==> src/rtl/sdram_pro_atref_if.sv <==
// Auto-refresh engine bus: refresh handshake with the arbiter plus the
// command/address outputs. The ref_miss_cnt signal exists only when
// ATREF_MISS_CNT_EN is defined.
interface sdram_pro_atref_if;
   logic        init_end;
   logic        atref_en;
   logic        atref_req;
   logic [3:0]  atref_cmd;
   logic [1:0]  atref_bank;
   logic [11:0] atref_addr;
   logic        atref_end;
`ifdef ATREF_MISS_CNT_EN
   logic [7:0]  ref_miss_cnt;
`endif

   // Refresh engine side
   modport master (
      input  init_end,
      input  atref_en,
      output atref_req,
      output atref_cmd,
      output atref_bank,
      output atref_addr,
      output atref_end
`ifdef ATREF_MISS_CNT_EN
      , output ref_miss_cnt
`endif
   );

   // Init stage / arbiter side
   modport slave (
      output init_end,
      output atref_en,
      input  atref_req,
      input  atref_cmd,
      input  atref_bank,
      input  atref_addr,
      input  atref_end
`ifdef ATREF_MISS_CNT_EN
      , input ref_miss_cnt
`endif
   );
endinterface

==> src/rtl/sdram_pro_atref.sv <==
// SDRAM auto-refresh engine. After init completes it times the refresh
// interval, requests the bus, and on grant issues PRECHARGE-all followed by
// REF_NUM AUTO_REFRESH commands, then pulses atref_end.
// Optional: define ATREF_MISS_CNT_EN to add the starved-interval counter
// ref_miss_cnt.
module sdram_pro_atref #(
   parameter int CNT_REF_MAX = 749,
   parameter int TRP         = 2,
   parameter int TRC         = 7,
   parameter int REF_NUM     = 2
) (
   input  logic               sys_clk,
   input  logic               sys_rst_n,
   sdram_pro_atref_if.master  atref_bus
);

   localparam int CNT_W   = (CNT_REF_MAX > 0) ? $clog2(CNT_REF_MAX + 1) : 1;
   localparam int CYC_MAX = (TRP > TRC) ? TRP : TRC;
   localparam int CYC_W   = (CYC_MAX > 1) ? $clog2(CYC_MAX) : 1;
   localparam int REF_W   = (REF_NUM > 1) ? $clog2(REF_NUM) : 1;

   localparam logic [CNT_W-1:0] CNT_LAST = CNT_W'(CNT_REF_MAX);
   localparam logic [CYC_W-1:0] TRP_LAST = CYC_W'(TRP - 1);
   localparam logic [CYC_W-1:0] TRC_LAST = CYC_W'(TRC - 1);
   localparam logic [REF_W-1:0] REF_LAST = REF_W'(REF_NUM - 1);

   localparam logic [3:0] CMD_NOP  = 4'b0111;
   localparam logic [3:0] CMD_PCH  = 4'b0010;
   localparam logic [3:0] CMD_AREF = 4'b0001;

   typedef enum logic [1:0] {
      IDLE = 2'd0,
      PCH  = 2'd1,
      AREF = 2'd2,
      DONE = 2'd3
   } state_t;

   state_t           state_r;
   logic             init_done_r;
   logic [CNT_W-1:0] cnt_ref_r;
   logic             atref_en_d_r;
   logic [CYC_W-1:0] cyc_cnt_r;
   logic [REF_W-1:0] ref_cnt_r;
   logic             atref_req_r;
   logic [3:0]       atref_cmd_r;
   logic             atref_end_r;
   logic             expire_s;
   logic             start_s;

   // Interval expiry and grant rising edge seen while idle
   assign expire_s = (cnt_ref_r == CNT_LAST);
   assign start_s  = atref_bus.atref_en & ~atref_en_d_r & (state_r == IDLE) & init_done_r;

   assign atref_bus.atref_req  = atref_req_r;
   assign atref_bus.atref_cmd  = atref_cmd_r;
   assign atref_bus.atref_bank = 2'b11;
   assign atref_bus.atref_addr = 12'hFFF;
   assign atref_bus.atref_end  = atref_end_r;

   // Sticky init-complete flag and grant edge-detect register
   always_ff @(posedge sys_clk or negedge sys_rst_n) begin
      if (!sys_rst_n) begin
         init_done_r  <= 1'b0;
         atref_en_d_r <= 1'b0;
      end else begin
         if (atref_bus.init_end) begin
            init_done_r <= 1'b1;
         end else begin
            init_done_r <= init_done_r;
         end
         atref_en_d_r <= atref_bus.atref_en;
      end
   end

   // Refresh interval counter, free-running once init is done
   always_ff @(posedge sys_clk or negedge sys_rst_n) begin
      if (!sys_rst_n) begin
         cnt_ref_r <= '0;
      end else if (!init_done_r) begin
         cnt_ref_r <= '0;
      end else if (expire_s) begin
         cnt_ref_r <= '0;
      end else begin
         cnt_ref_r <= cnt_ref_r + CNT_W'(1);
      end
   end

   // Refresh request: set on expiry, cleared on start; expiry takes priority
   always_ff @(posedge sys_clk or negedge sys_rst_n) begin
      if (!sys_rst_n) begin
         atref_req_r <= 1'b0;
      end else if (expire_s) begin
         atref_req_r <= 1'b1;
      end else if (start_s) begin
         atref_req_r <= 1'b0;
      end else begin
         atref_req_r <= atref_req_r;
      end
   end

   // Refresh sequencer with registered command and done pulse
   always_ff @(posedge sys_clk or negedge sys_rst_n) begin
      if (!sys_rst_n) begin
         state_r     <= IDLE;
         cyc_cnt_r   <= '0;
         ref_cnt_r   <= '0;
         atref_cmd_r <= CMD_NOP;
         atref_end_r <= 1'b0;
      end else begin
         case (state_r)
            IDLE: begin
               atref_end_r <= 1'b0;
               if (start_s) begin
                  state_r     <= PCH;
                  cyc_cnt_r   <= '0;
                  atref_cmd_r <= CMD_PCH;
               end else begin
                  atref_cmd_r <= CMD_NOP;
               end
            end
            PCH: begin
               atref_end_r <= 1'b0;
               if (cyc_cnt_r == TRP_LAST) begin
                  state_r     <= AREF;
                  cyc_cnt_r   <= '0;
                  ref_cnt_r   <= '0;
                  atref_cmd_r <= CMD_AREF;
               end else begin
                  cyc_cnt_r   <= cyc_cnt_r + CYC_W'(1);
                  atref_cmd_r <= CMD_NOP;
               end
            end
            AREF: begin
               if (cyc_cnt_r == TRC_LAST) begin
                  cyc_cnt_r <= '0;
                  if (ref_cnt_r == REF_LAST) begin
                     state_r     <= DONE;
                     atref_cmd_r <= CMD_NOP;
                     atref_end_r <= 1'b1;
                  end else begin
                     ref_cnt_r   <= ref_cnt_r + REF_W'(1);
                     atref_cmd_r <= CMD_AREF;
                     atref_end_r <= 1'b0;
                  end
               end else begin
                  cyc_cnt_r   <= cyc_cnt_r + CYC_W'(1);
                  atref_cmd_r <= CMD_NOP;
                  atref_end_r <= 1'b0;
               end
            end
            DONE: begin
               state_r     <= IDLE;
               atref_cmd_r <= CMD_NOP;
               atref_end_r <= 1'b0;
            end
            default: begin
               state_r     <= IDLE;
               atref_cmd_r <= CMD_NOP;
               atref_end_r <= 1'b0;
            end
         endcase
      end
   end

`ifdef ATREF_MISS_CNT_EN
   logic [7:0] ref_miss_cnt_r;

   assign atref_bus.ref_miss_cnt = ref_miss_cnt_r;

   // Count intervals that expire while the previous request is still pending
   always_ff @(posedge sys_clk or negedge sys_rst_n) begin
      if (!sys_rst_n) begin
         ref_miss_cnt_r <= 8'h00;
      end else if (expire_s && atref_req_r && (ref_miss_cnt_r != 8'hFF)) begin
         ref_miss_cnt_r <= ref_miss_cnt_r + 8'h01;
      end else begin
         ref_miss_cnt_r <= ref_miss_cnt_r;
      end
   end
`endif

endmodule

==> src/flat_wrapper.sv <==
// flat-port wrapper written by rule: the top's interface ports become plain ports
module sdram_pro_atref_flat 
#(
   parameter int CNT_REF_MAX = 749,
   parameter int TRP         = 2,
   parameter int TRC         = 7,
   parameter int REF_NUM     = 2
)
  (sys_clk, sys_rst_n, atref_bus_init_end, atref_bus_atref_en, atref_bus_atref_req, atref_bus_atref_cmd, atref_bus_atref_bank, atref_bus_atref_addr, atref_bus_atref_end);
  sdram_pro_atref_if atref_bus_i ();
  input  logic sys_clk;
  input  logic sys_rst_n;
  input wire logic [$bits(atref_bus_i.init_end)-1:0] atref_bus_init_end;
  input wire logic [$bits(atref_bus_i.atref_en)-1:0] atref_bus_atref_en;
  output wire logic [$bits(atref_bus_i.atref_req)-1:0] atref_bus_atref_req;
  output wire logic [$bits(atref_bus_i.atref_cmd)-1:0] atref_bus_atref_cmd;
  output wire logic [$bits(atref_bus_i.atref_bank)-1:0] atref_bus_atref_bank;
  output wire logic [$bits(atref_bus_i.atref_addr)-1:0] atref_bus_atref_addr;
  output wire logic [$bits(atref_bus_i.atref_end)-1:0] atref_bus_atref_end;
  assign atref_bus_i.init_end = atref_bus_init_end;
  assign atref_bus_i.atref_en = atref_bus_atref_en;
  assign atref_bus_atref_req = atref_bus_i.atref_req;
  assign atref_bus_atref_cmd = atref_bus_i.atref_cmd;
  assign atref_bus_atref_bank = atref_bus_i.atref_bank;
  assign atref_bus_atref_addr = atref_bus_i.atref_addr;
  assign atref_bus_atref_end = atref_bus_i.atref_end;
  sdram_pro_atref #(.CNT_REF_MAX(CNT_REF_MAX), .TRP(TRP), .TRC(TRC), .REF_NUM(REF_NUM)) u_core (.sys_clk(sys_clk), .sys_rst_n(sys_rst_n), .atref_bus(atref_bus_i));
endmodule
==> config.mk <==
export PLATFORM = sky130hd
export DESIGN_NAME = sdram_pro_atref_flat
export DESIGN_NICKNAME = d
export VERILOG_FILES = /design/src/rtl/sdram_pro_atref_if.sv /design/src/rtl/sdram_pro_atref.sv /design/src/flat_wrapper.sv
export SDC_FILE = /design/constraint.sdc
export NUM_CORES = 1
export LEC_CHECK = 0
export ABC_AREA = 1
export CORE_AREA = 4 4 57 59
export DETAILED_ROUTE_END_ITERATION = 7
export DIE_AREA = 0 0 61 63
export GPL_ROUTABILITY_DRIVEN = 1
export PLACE_DENSITY = 0.77
export REMOVE_ABC_BUFFERS = 1
export SLEW_MARGIN = 25
export SYNTH_ARGS = -nofsm -noshare
export SYNTH_HDL_FRONTEND = slang
export SYNTH_SLANG_ARGS = --single-unit
==> constraint.sdc <==
create_clock -name sys_clk -period 1.7 [get_ports sys_clk]
set_input_delay 0.34 -clock sys_clk [delete_from_list [all_inputs] [get_ports sys_clk]]
set_output_delay 0.34 -clock sys_clk [all_outputs]
set_load 0.05 [all_outputs]
After elaboration in Yosys (flattened, before gate mapping)
Cells that the tools add are included. W data, S select, Z words.

Flip-flop bits (word level): 24. Input port bits: 4. Logic and storage cells: 59.

Add/subtract/negate cells: 3. Eq/ne operators: 10. Multiplexer cells: 25. Bitwise gates (word level): 4. Reductions and logical operators: 8.

Operator list (count): $mux W3 (7); $mux W10 (2); $pmux W4 S4 (1); $add A10 B1 Y10 const B (1); $eq A10 B10 Y1 const B (1); $pmux W3 S3 (1); $mux W2 (4); $ne A2 B1 Y1 const B (4); $pmux W2 S4 (1); $mux W1 (7); $eq A2 B2 Y1 const B (2); $pmux W1 S2 (2); $reduce_and A4 Y1 (1); $reduce_bool A2 Y1 (2); $add A3 B1 Y3 const B (1); $and A1 B1 Y1 (3); $eq A3 B1 Y1 const B (1); $eq A3 B3 Y1 const B (1); $reduce_and A3 Y1 (1); $reduce_bool A3 Y1 (1); $reduce_or A3 Y1 (1); $eq A2 B1 Y1 const B (1); $logic_not A2 Y1 (1); $reduce_and A2 Y1 (1); 2 further kinds (2).

Depth between registers and ports, before layout
Word-level depth: 6. Gate-level depth with buffers: 9. Depth with buffers taken out: 9.

Worst setup path after synthesis
No wires, ideal clock.

Kind: register to register. From: register u_core.state_r[0]. To: register u_core.state_r[0]. Library setup time: 0.121 ns. Arrival time: 1.242 ns. Data required time: 1.579 ns. Setup slack: 0.337 ns. Stages on the path, launching flop included: 10. Path buffers: 0. Period minus slack after synthesis: 1.363 ns. Path through: dfrtp_1 -> inv_1 -> ha_1 -> nand2_1 -> inv_2 -> nand2_4 -> nand2_1 -> nand2_1 -> o21bai_1 -> nand2_1.

Cells in the longest elaborated chain, start to end: 5. Elaborated cells on any way between the ends: 12.

RTL lines: start: declaration (line sdram_pro_atref.sv:38) `state_t state_r;`; start signal: assignment (line sdram_pro_atref.sv:104) `state_r <= IDLE;`; start signal: assignment (line sdram_pro_atref.sv:114) `state_r <= PCH;`; start signal: assignment (line sdram_pro_atref.sv:124) `state_r <= AREF;`; $logic_not A2 Y1 (line sdram_pro_atref.sv:52, sdram_pro_atref.sv:110); $and A1 B1 Y1 (2 in series) (line sdram_pro_atref.sv:52) `assign start_s = atref_bus.atref_en & ~atref_en_d_r & (state_r == IDLE) & init_done_r;`; $ne A2 B1 Y1 (no source line); $reduce_and A4 Y1 (no source line).

Several ways; a longest one is shown, not always the timed one. A chain may end at the register's enable or synchronous reset.

Worst setup path after layout
From: register u_core.state_r[0]. To: register u_core.cyc_cnt_r[1].

Cells in the longest elaborated chain, start to end: 5. Elaborated cells on any way between the ends: 9.

RTL lines: $logic_not A2 Y1 (line sdram_pro_atref.sv:52, sdram_pro_atref.sv:110); $and A1 B1 Y1 (2 in series) (line sdram_pro_atref.sv:52); $ne A2 B1 Y1 (no source line); $reduce_and A2 Y1 (no source line); end signal: assignment (line sdram_pro_atref.sv:129) `cyc_cnt_r <= cyc_cnt_r + CYC_W'(1);`; end signal: assignment (line sdram_pro_atref.sv:146) `cyc_cnt_r <= cyc_cnt_r + CYC_W'(1);`; end: declaration (line sdram_pro_atref.sv:42) `logic [CYC_W-1:0] cyc_cnt_r;`.

Several ways; a longest one is shown, not always the timed one.

==> impl_metrics.tcl <==
set metrics [dict create \
    post_cts_resized 0 \
    fp.dieH_um 63 \
    drt.antenna.violating_nets 0 \
    r2r_slack_ns 0.12 \
    first_pass_iters 4 \
    dieArea_sq_um 3840 \
    synth_top_area_share_pct 35.8 \
    clock-sinks 23 \
    numPortBuffers 8 \
    multiInputGateArea_sq_um 666 \
    switching_share_pct 46.5 \
    nets 188 \
    synth_area_sq_um 1400 \
    start_util_pct 51.6 \
    gp_congestion 0.871 \
    via_per_inst 4.78 \
    die_x_um 61 \
    slew_violations 0 \
    crit_fanout 7 \
    synth_seq_area_share_pct 41.4 \
    max_freq_mhz 632 \
    dpl.hpwl_um 1870 \
    rr_startpoint "u_core.state_r[0]$_DFFE_PN0P_" \
    yosysWarnings 0 \
    post_cts_buffers 0 \
    cts_buffers 3 \
    worstHoldPathType "in2async" \
    clkPwrFrac_pct 10.8 \
    clk_pin_slew_ns 0.13 \
    grt_use_total_pct 13.8 \
    startpoint_type "flip-flop" \
    drc_errors 0 \
    drt_wl_total_um 2450 \
    p_comb_share_pct 50.6 \
    grt_pass1_wl_um 4050 \
    crit_path_end_kind "flip-flop" \
    yosys.area.top_type "dfrtp_1" \
    p_per_area_nw_per_um2 1590 \
    status "completed" \
    synth_seq_cells 23 \
    p_seq_share_pct 38.5 \
    ios 24 \
    p_leak_nw 0.815 \
    rsz0062_at_grt "no" \
    drive_gt1_share_pct 19.4 \
    syn_to_final_growth_pct 8.14 \
    whs_ns 0.355 \
    synthCells 164 \
    synth_cell_types 25 \
    register_area_sq_um 579 \
    cts_root_buffer "clkbuf_4" \
    worstSetupStartpoint "u_core.state_r[0]$_DFFE_PN0P_" \
    holdBufCountCts 0 \
    crit_arrival_ns 1.84 \
    grt-ovfl-total 0 \
    vias 984 \
    netlist_top_cells_area "dfrtp_1 36%, buf_4 8.1%, nand2_1 7.5%" \
    finalHoldViolations 0 \
    timing.final.crit_share_pct 93.0 \
    slowest_stage "dfrtp_1" \
    worstSkewPairLatency_ns 0.31 \
    maxCapViolations 0 \
    antenna_found_initial 0 \
    drt_iter0_drc 86 \
    crit_type "reg2reg" \
    crit_chain "inv_1 > ha_1 > nand2_1 > inv_2 > nand2_4 > a21oi_2 > nand3_1 > nand2_1" \
    r2r_end "u_core.cyc_cnt_r[1]$_DFFE_PN0P_" \
    placementRows 19 \
    setup_viol 0 \
    n_antenna_cell 0 \
    finalCriticalPeriod_ns 1.58 \
    setup_tns_ns 0 \
    coreArea_sq_um 2710 \
    cpMostUsedCell "nand2_1" \
    crit_end "u_core.cyc_cnt_r[1]$_DFFE_PN0P_" \
    grt_max_degree 24 \
    required_ns 1.96 \
    first_global_vias 930 \
    fillers 250 \
    cts_tree "built" \
    rr_worst_depth 8 \
    cts_buffer_depth 2 \
    p_sw_mw 1.12 \
    critPathMaxStageDelay_ns 0.43 \
    htree_num_levels 1 \
    synth.avg_cell_area_sq_um 8.53 \
    avgRoutedWirePerCell_um 11.9 \
    intPower_mw 1.29 \
    ir_drop_uv 1200 \
    clock_skew_ns 0.00268 \
]
## kinds of logic after synthesis
kind of cell             share of synthesized area (%)
XOR/XNOR                                          3.76
other                                            0.537
buffers and inverters                             14.5
flip-flops                                        41.4
adder cells (fa/ha/maj)                           7.16
AO/OA/AOI/OAI                                     4.56
AND/OR/NAND/NOR                                   28.1
## per-stage QoR
| step | worst slack, ns | instance area [sq um] | total power [mW] | cells | util [%] |
|---|---|---|---|---|---|
| after floorplan | 0.337 | 1340 | 1.82 | 162 | - |
| after global placement | 0.221 | 1490 | 2.09 | 202 | 54.8 |
| after detailed placement | 0.144 | 1490 | 2.16 | 202 | 54.8 |
| after CTS | 0.121 | 1510 | 2.41 | 206 | 55.8 |
| after global routing | 0.0249 | 1510 | 2.57 | 206 | 55.8 |
| final | 0.119 | 1510 | 2.41 | 206 | 55.8 |
## layer usage
layer	global-route usage (%)	up-vias	wire [um]
met3	2.48	4	112
met4	5.96	0	36
li1	-	494	-
met1	16.3	458	992
met5	0	-	0
met2	23.7	28	1310
## cell usage after synthesis (all sizes together)
master,number
a21oi,4
buf,15
conb,2
dfrtp,20
dfstp,3
ha,8
inv,24
nand2,34
nand3,17
nand4,2
nor2,20
nor3,1
o21ai,2
o21bai,3
or2,3
xnor2,3
xor2,3
## layout make-up
| type | instances | share of cell area, % |
|---|---|---|
| Tap cell | 31 | 2.56 |
| Timing Repair Buffer | 9 | 7.44 |
| Clock buffer | 4 | 1.74 |
| Multi-Input combinational cell | 115 | 44.0 |
| Inverter | 24 | 5.96 |
| Sequential cell | 23 | 38.3 |
## layout by cell type, fill, tap and decap left out, types with 2 or more instances in the layout
cell type / n
or2_2: 3
nand2_4: 3
buf_12: 3
a21oi_1: 2
ha_1: 8
clkbuf_4: 3
dfstp_2: 3
a21oi_2: 2
nand2_2: 3
nand3_1: 15
conb_1: 15
nand2_1: 28
inv_2: 5
dfrtp_1: 20
inv_1: 19
o21bai_1: 2
xor2_1: 3
nand3_2: 2
xnor2_1: 3
buf_4: 3
nor2_1: 18
o21ai_1: 2
clkdlybuf4s50_1: 3
nand4_1: 2
## power by group through the flow
stage | Combinational (mW) | Clock [mW] | Sequential, mW
2_1_floorplan | 0.846 | 0 | 0.978
3_3_place_gp | 1.17 | 0 | 0.927
3_5_place_dp | 1.22 | 0 | 0.934
4_1_cts | 1.22 | 0.266 | 0.927
5_1_grt | 1.33 | 0.292 | 0.953
6_report | 1.22 | 0.261 | 0.927
## worst min path at each step
stage	startpoint	endpoint
floorplan	sys_rst_n	u_core.atref_bus.atref_end$_DFF_PN0_
global placement	u_core.cnt_ref_r[0]$_DFF_PN0_	u_core.cnt_ref_r[0]$_DFF_PN0_
detailed placement	u_core.cnt_ref_r[0]$_DFF_PN0_	u_core.cnt_ref_r[0]$_DFF_PN0_
CTS	sys_rst_n	u_core.cnt_ref_r[4]$_DFF_PN0_
global route	sys_rst_n	u_core.ref_cnt_r$_DFFE_PN0P_
finish	sys_rst_n	u_core.cnt_ref_r[5]$_DFF_PN0_
## sequential cells by signal (all words and copies together) (netlist names)
signal and cells:
u_core.cnt_ref_r 10, u_core.atref_bus.atref_cmd 3, u_core.cyc_cnt_r 3, u_core.state_r 2
u_core.atref_bus.atref_end 1, u_core.atref_bus.atref_req 1, u_core.atref_en_d_r 1, u_core.init_done_r 1
u_core.ref_cnt_r 1
## critical path: cells and delay by family (launching register included)
family	cells	cell delay [ns]
adder cells (fa/ha/maj)	1	0.29
buffers and inverters	2	0.24
AND/OR/NAND/NOR	4	0.36
AO/OA/AOI/OAI	1	0.20
flip-flops	1	0.43
(Power assumes the default switching activity.)
